[src/rtl/mux_scan_ctrl.sv]
// Scan sequencer for a 4-digit multiplexed display: steps the 4:1 data-mux select,
// blanks every digit while the select settles, then latches the byte and lights one digit.
module mux_scan_ctrl #(
   parameter int DIV   = 100000,
   parameter int BLANK = 4,
   parameter int WIDTH = 8
) (
   input  logic             clk,
   input  logic             rst_n,
   input  logic             en,
   input  logic             hold,
   input  logic [WIDTH-1:0] mux_y,
   output logic [1:0]       sel,
   output logic [3:0]       an,
   output logic [WIDTH-1:0] seg_data,
   output logic             scan_done
);

   localparam int DIV_W = (DIV > 1) ? $clog2(DIV) : 1;
   localparam int BLK_W = (BLANK > 1) ? $clog2(BLANK) : 1;
   localparam logic [DIV_W-1:0] DIV_LAST = DIV_W'(DIV - 1);
   localparam logic [BLK_W-1:0] BLK_LAST = BLK_W'(BLANK - 1);
   localparam logic [3:0] AN_OFF = 4'hF;

   typedef enum logic [1:0] {
      ST_IDLE  = 2'd0,
      ST_BLANK = 2'd1,
      ST_LOAD  = 2'd2,
      ST_SHOW  = 2'd3
   } state_t;

   state_t             state_r, state_s;
   logic [1:0]         sel_r, sel_s;
   logic [3:0]         an_r, an_s;
   logic [WIDTH-1:0]   seg_r, seg_s;
   logic               done_r, done_s;
   logic [BLK_W-1:0]   blk_cnt_r, blk_cnt_s;
   logic [DIV_W-1:0]   pre_cnt_r, pre_cnt_s;

   // Active-low one-hot digit enable for a given select value.
   function automatic logic [3:0] digit_dec(input logic [1:0] s);
      return ~(4'b0001 << s);
   endfunction

   // Next-state and next-output logic; en low overrides everything.
   always_comb begin
      state_s   = state_r;
      sel_s     = sel_r;
      an_s      = an_r;
      seg_s     = seg_r;
      done_s    = 1'b0;
      blk_cnt_s = blk_cnt_r;
      pre_cnt_s = pre_cnt_r;

      if (!en) begin
         state_s   = ST_IDLE;
         an_s      = AN_OFF;
         blk_cnt_s = '0;
         pre_cnt_s = '0;
      end else begin
         case (state_r)
            ST_IDLE: begin
               an_s      = AN_OFF;
               blk_cnt_s = '0;
               pre_cnt_s = '0;
               state_s   = ST_BLANK;
            end
            ST_BLANK: begin
               an_s = AN_OFF;
               if (blk_cnt_r == BLK_LAST) begin
                  blk_cnt_s = '0;
                  state_s   = ST_LOAD;
               end else begin
                  blk_cnt_s = blk_cnt_r + 1'b1;
               end
            end
            ST_LOAD: begin
               seg_s     = mux_y;
               an_s      = digit_dec(sel_r);
               pre_cnt_s = '0;
               state_s   = ST_SHOW;
            end
            ST_SHOW: begin
               if (pre_cnt_r == DIV_LAST) begin
                  pre_cnt_s = '0;
                  // Holding re-samples the same digit so live data still reaches the display.
                  if (hold) begin
                     seg_s = mux_y;
                  end else begin
                     sel_s   = sel_r + 2'd1;
                     an_s    = AN_OFF;
                     done_s  = (sel_r == 2'd3);
                     state_s = ST_BLANK;
                  end
               end else begin
                  pre_cnt_s = pre_cnt_r + 1'b1;
               end
            end
            default: begin
               state_s   = ST_IDLE;
               an_s      = AN_OFF;
               blk_cnt_s = '0;
               pre_cnt_s = '0;
            end
         endcase
      end
   end

   // State, counter and output registers.
   always_ff @(posedge clk or negedge rst_n) begin
      if (!rst_n) begin
         state_r   <= ST_IDLE;
         sel_r     <= 2'd0;
         an_r      <= AN_OFF;
         seg_r     <= '0;
         done_r    <= 1'b0;
         blk_cnt_r <= '0;
         pre_cnt_r <= '0;
      end else begin
         state_r   <= state_s;
         sel_r     <= sel_s;
         an_r      <= an_s;
         seg_r     <= seg_s;
         done_r    <= done_s;
         blk_cnt_r <= blk_cnt_s;
         pre_cnt_r <= pre_cnt_s;
      end
   end

   assign sel       = sel_r;
   assign an        = an_r;
   assign seg_data  = seg_r;
   assign scan_done = done_r;

endmodule
[config.mk]
export PLATFORM = sky130hd
export DESIGN_NAME = mux_scan_ctrl
export DESIGN_NICKNAME = d
export VERILOG_FILES = /design/src/rtl/mux_scan_ctrl.sv
export SDC_FILE = /design/constraint.sdc
export NUM_CORES = 1
export LEC_CHECK = 0
export ABC_AREA = 0
export BUFFER_PORTS_ARGS = -buffer_cell sky130_fd_sc_hd__buf_4
export CAP_MARGIN = 0
export CORE_MARGIN = 2
export CORE_UTILIZATION = 35
export CTS_BUF_LIST = sky130_fd_sc_hd__clkbuf_4
export CTS_CLUSTER_SIZE = 16
export DETAILED_ROUTE_END_ITERATION = 10
export SYNTH_ARGS = -nofsm -noshare
export SYNTH_HDL_FRONTEND = slang
export SYNTH_SLANG_ARGS = --single-unit
[constraint.sdc]
create_clock -name clk -period 1.62 [get_ports clk]
set_input_delay 0.324 -clock clk [delete_from_list [all_inputs] [get_ports clk]]
set_output_delay 0.324 -clock clk [all_outputs]
set_load 0.02 [all_outputs]
Word level (Yosys, flattened, before mapping)
Index checks and enable logic that the tools add are counted.
Word-level totals
  output and inout bits: 15
  flip-flop bits (word level): 36
  input port bits: 12
  logic and storage cells: 56
Cells by class
  eq/ne operators: 13
  bitwise gates (word level): 2
  reductions and logical operators: 8
  add/sub/neg operators: 3
  shifts and indexed selects: 1
  mux-type cells: 22
Operators with widths (count)
  $mux W17: 2
  $pmux W17 S2: 1
  $add A17 B1 Y17 const B: 1
  $eq A17 B17 Y1 const B: 1
  $mux W8: 2
  $pmux W8 S2: 1
  $mux W2: 6
  $mux W4: 3
  $pmux W4 S3: 1
  $ne A3 B3 Y1 const B: 3
  $eq A2 B2 Y1 const B: 4
  $pmux W2 S4: 1
  $reduce_and A4 Y1: 2
  $add A2 B1 Y2 const B: 2
  $mux W1: 4
  $ne A2 B2 Y1 const B: 2
  $not A4 Y4: 1
  $pmux W2 S2: 1
  $reduce_or A2 Y1: 2
  $shl A1 B2 Y4 const A: 1
  $ne A3 B1 Y1 const B: 1
  $ne A3 B2 Y1 const B: 1
  $reduce_and A3 Y1: 1
  $eq A2 B1 Y1 const B: 1
  other kinds (4): 4

Logic depth before layout (Yosys ltp)
  depth after elaboration: 5
  mapped depth: 8
  gate-level depth less buffers: 6

Worst setup path after synthesis
No wires, ideal clock.
  kind: register -> register
  from: reg pre_cnt_r[0]
  to: reg pre_cnt_r[7]
  setup slack: -0.136 ns
  data required time: 1.499 ns
  clock period less this slack: 1.756 ns
  path buffers: 1
  arrival: 1.635 ns
  stages on the path, launching flop included: 8
  setup time: 0.121 ns
  cells stage by stage: dfrtp_1 > ha_1 > and4_1 > nand4_4 > nor2b_4 > buf_6 > and4_1 > o22a_1
Between the ends
  cells in the longest elaborated chain, start to end: 4
  elaborated cells between the ends (all ways): 5
  those cells by class: 1 x add/sub; 1 x eq/ne; 3 x mux
Ends and longest elaborated chain
  start: declaration: line 38  | logic [DIV_W-1:0] pre_cnt_r, pre_cnt_s;
  start signal: assignment: line 126  | pre_cnt_r <= pre_cnt_s;
  $add A17 B1 Y17 or $eq A17 B17 Y1 (tied branches): line 96, 84
  $mux W17 (*): line 84  | if (pre_cnt_r == DIV_LAST) begin
  $pmux W17 S2 (*): line 61  | case (state_r)
  $mux W17 (*): line 55  | if (!en) begin
Every way passes the cells marked *; elsewhere a longest branch is shown, timed or not.
A chain may end at the register's enable or synchronous reset.

Worst setup path after layout
  from: reg pre_cnt_r[0]
  to: reg pre_cnt_r[16]
Same word-level chain as after synthesis.

==> reports/qor.csv <==
stage;metric;value;unit
status;status;finished with violations;
status;violated checks;negative setup slack;
floorplanning;core area;5439;um^2
hold_path;Worst Hold Class;input pin to flip-flop;
worst_setup_path;required time of the critical path;1.86;ns
synth;syn_area_per_cell;10.50;um^2
grt;met3 Use GR;2.727;%
route;DR vias;1693;
timing;worst slew pin tran;0.4492;ns
cts;Clock Latency Late Sink;0.34;ns
grt;GRT busiest layer;met2;
job;maxcap violations;0;
timing;TNS Setup;-2.532;ns
timing;max-slew violations;0;
cells_and_area;Multi-input gate area;1170;um^2
grt;initial antenna violation count;0;
cells_and_area;nets;286;
worst_setup_path;critical path endpoint category;flip-flop;
floorplanning;Initial Util;35.91;%
floorplanning;Die ar.;6194;um^2
timing;Max Clock Freq;560.6;MHz
cts;CTS Buffer Depth;2;
timing;final worst-path cycle share;110.1;%
synth;synthesized instance count;186;
cts;CTS root buf;clkbuf_4;
place;dpl ws;-0.1279;ns
grt;met2 Usage GRT;26.92;%
grt;largest net degree at the start of global routing;37;
synth;Area contributors post-synth;dfrtp_1 41%, ha_1 6.4%, dfstp_2 5.4%;
synth;Post-Syn Nets;208;
synth;Ys Warns;0;
floorplanning;num ports;27;
synth;fraction of registers with async set/reset;100.0;%
synth;count leader, synth;dfrtp_1;
cts;CTS Buf Count;5;
cells_and_area;Inserted Diodes;0;
floorplanning;die height;78.70;um
synth;Synth area leader;dfrtp_1;
power;power share of the combinational group;43.4;%
grt;vias in the first global route;1705;
timing;Slew HR;70.06;%
grt;first-pass GRT wire length;8.010;mm
cells_and_area;Final Cell Area;2902;um^2
synth;Post-Syn Area;1953;um^2
route;final wirelength;4.510;mm
worst_setup_path;CP startpoint kind;flip-flop;
power;Clk pwr share;19.9;%
worst_setup_path;Worst Path Max Fanout;3;
route;number of routed nets with antenna violations;0;
power;Switching Share;33.33;%
power;peak supply drop;0.0006078;V
worst_setup_path;WS Path Type;flip-flop to flip-flop;
cells_and_area;layout cell share with drive strength beyond 1;51.32;%
timing;Setup-failing EPs final;31;
synth;share of the synthesized area in the top cell type;41.00;%
timing;Final Skew;0.008427;ns
cts;# H-tree levels;2;
cts;Reg clk slew, reported paths;0.11;ns
timing;RSZ-0062 raised after global routing;yes;
route;first-pass detailed-route iteration total;4;
floorplanning;row count;27;
synth;top cells by count, synth;32 x dfrtp_1, 17 x nand2_1, 11 x inv_1, 11 x o21ai_0, 10 x ha_1;
timing;final hold violation count;0;
synth;Post-synth EDFFs;0;
synth;#FFs+latches synth;36;
synth;Primary FF master, synth;dfrtp_1;
cts;CTS tree;done;
power;Sw Pwr;1.029;mW
route;WL/cell;13.38;um
synth;post-synth cell types;53;
cells_and_area;fin util;53.35;%
worst_setup_path;crit path DAT;2.02;ns
place;placed cell areas;2608;um^2
floorplanning;DIE WIDTH;78.70;um
power;Flop pwr share;36.6;%
cts;CTS Sinks;36;
route;DR iter-0 viols;49;
cells_and_area;Layout fillers;477;
power;P per Cell Area;1064;nW/um^2
grt;grt met1 use;21.42;%
place;GP Congestion;0.8038;
timing;Setup WS post-layout;-0.1638;ns
grt;Total GRT Usage;16.51;%
place;IO buf count;26;
grt;grt ovf;0;
power;cell internal pwr;2.058;mW
place;dpl hpwl;3.195;mm
route;drt drc;0;
route;routed vias/inst;5.024;
cells_and_area;area grow syn2layout;48.56;%
power;Pleak;1.322;nW
cells_and_area;Sequential cell area;905.9;um^2
timing;Min Clock Period, post-route;1.784;ns
synth;post-synthesis sequential area ratio;46.38;%
==> registers in the layout (all words and copies together) (netlist names) <==
register	cells
blk_cnt_r	2
scan_done	1
state_r	2
an	4
seg_data	8
pre_cnt_r	17
sel	2
==> path summary, 6_finish.rpt <==
kind,start,end,slack [ns],depth (start not counted)
max,pre_cnt_r[0],pre_cnt_r[16],-0.16,7
min,hold,scan_done,0.19,2
max reg2reg,pre_cnt_r[0],pre_cnt_r[16],-0.16,7
min reg2reg,seg_data[2],seg_data[2],0.52,1
max in group asynchronous,rst_n,an[3],0.81,2
min in group asynchronous,rst_n,sel[0],0.47,2
==> cell usage in the layout (no fill, tap or decap), types with 5 or more instances in the layout <==
| cell | instances |
|---|---|
| dfrtp_1 | 32 |
| mux2_4 | 5 |
| ha_1 | 8 |
| inv_1 | 11 |
| nor2_1 | 9 |
| nand3_1 | 5 |
| buf_6 | 7 |
| a21oi_2 | 6 |
| nand2_1 | 15 |
| a31oi_1 | 7 |
| buf_4 | 68 |
| o21ai_2 | 6 |
| clkbuf_4 | 5 |
| nand4_1 | 5 |
==> per-layer routing <==
layer  up-vias  part of all wire (%)
li1        839                     -
met1       812                    47
met2        31                    47
met5         -                     0
met4         0                   2.4
met3        11                   3.3
==> repair_timing <==
item,CTS,global route
hold endpoints to repair,32,0
endpoints found under the setup margin,29,32
cloned,1,0
pin swaps,12,4
hold buffers,1,0
buffers inserted,4,2
gates resized for setup,27,14
==> kinds of logic after synthesis <==
family,count (synthesis),synth area share (%)
buf+inv,18,4.164
mux,9,5.125
simple gates,67,22.17
fa+ha+maj,10,6.406
xor+xnor,2,0.8970
flops,36,46.38
compound gates,44,14.86
==> final cells by class <==
class                   instances  area share, %
multi-input cells             133          40.32
inverters                      11          1.423
well taps                      72          3.105
repair buffers                 77          21.35
flip-flops and latches         36          31.22
clock buffers                   5          1.294
clock inverters                 3          1.294
==> power by group through the flow <==
stage	Sequential, mW	Combinational [mW]	Clock (mW)
6_report	1.13	1.34	0.616
5_1_grt	1.15	1.46	0.682
4_1_cts	1.13	1.31	0.639
3_5_place_dp	1.15	1.21	0
3_3_place_gp	1.15	1.19	0
2_1_floorplan	1.28	0.563	0
==> worst max-delay path, cell delays in order (launching register included) <==
cell	delay (ns)
dfrtp_1	0.40
ha_4	0.15
nand4_1	0.13
or4b_4	0.57
buf_4	0.16
nor2_4	0.09
xnor2_2	0.12
o21ai_2	0.06
==> metrics by stage <==
step,power [mW],instances,hold WS (ns)
after floorplan,1.845,186,0.02841
after global placement,2.339,322,0.3174
after detailed placement,2.355,322,0.3134
after CTS,3.081,335,0.1738
final,3.087,337,0.1864
after global routing,3.295,337,0.1758
No activity file was read; power rests on OpenSTA's default activity.
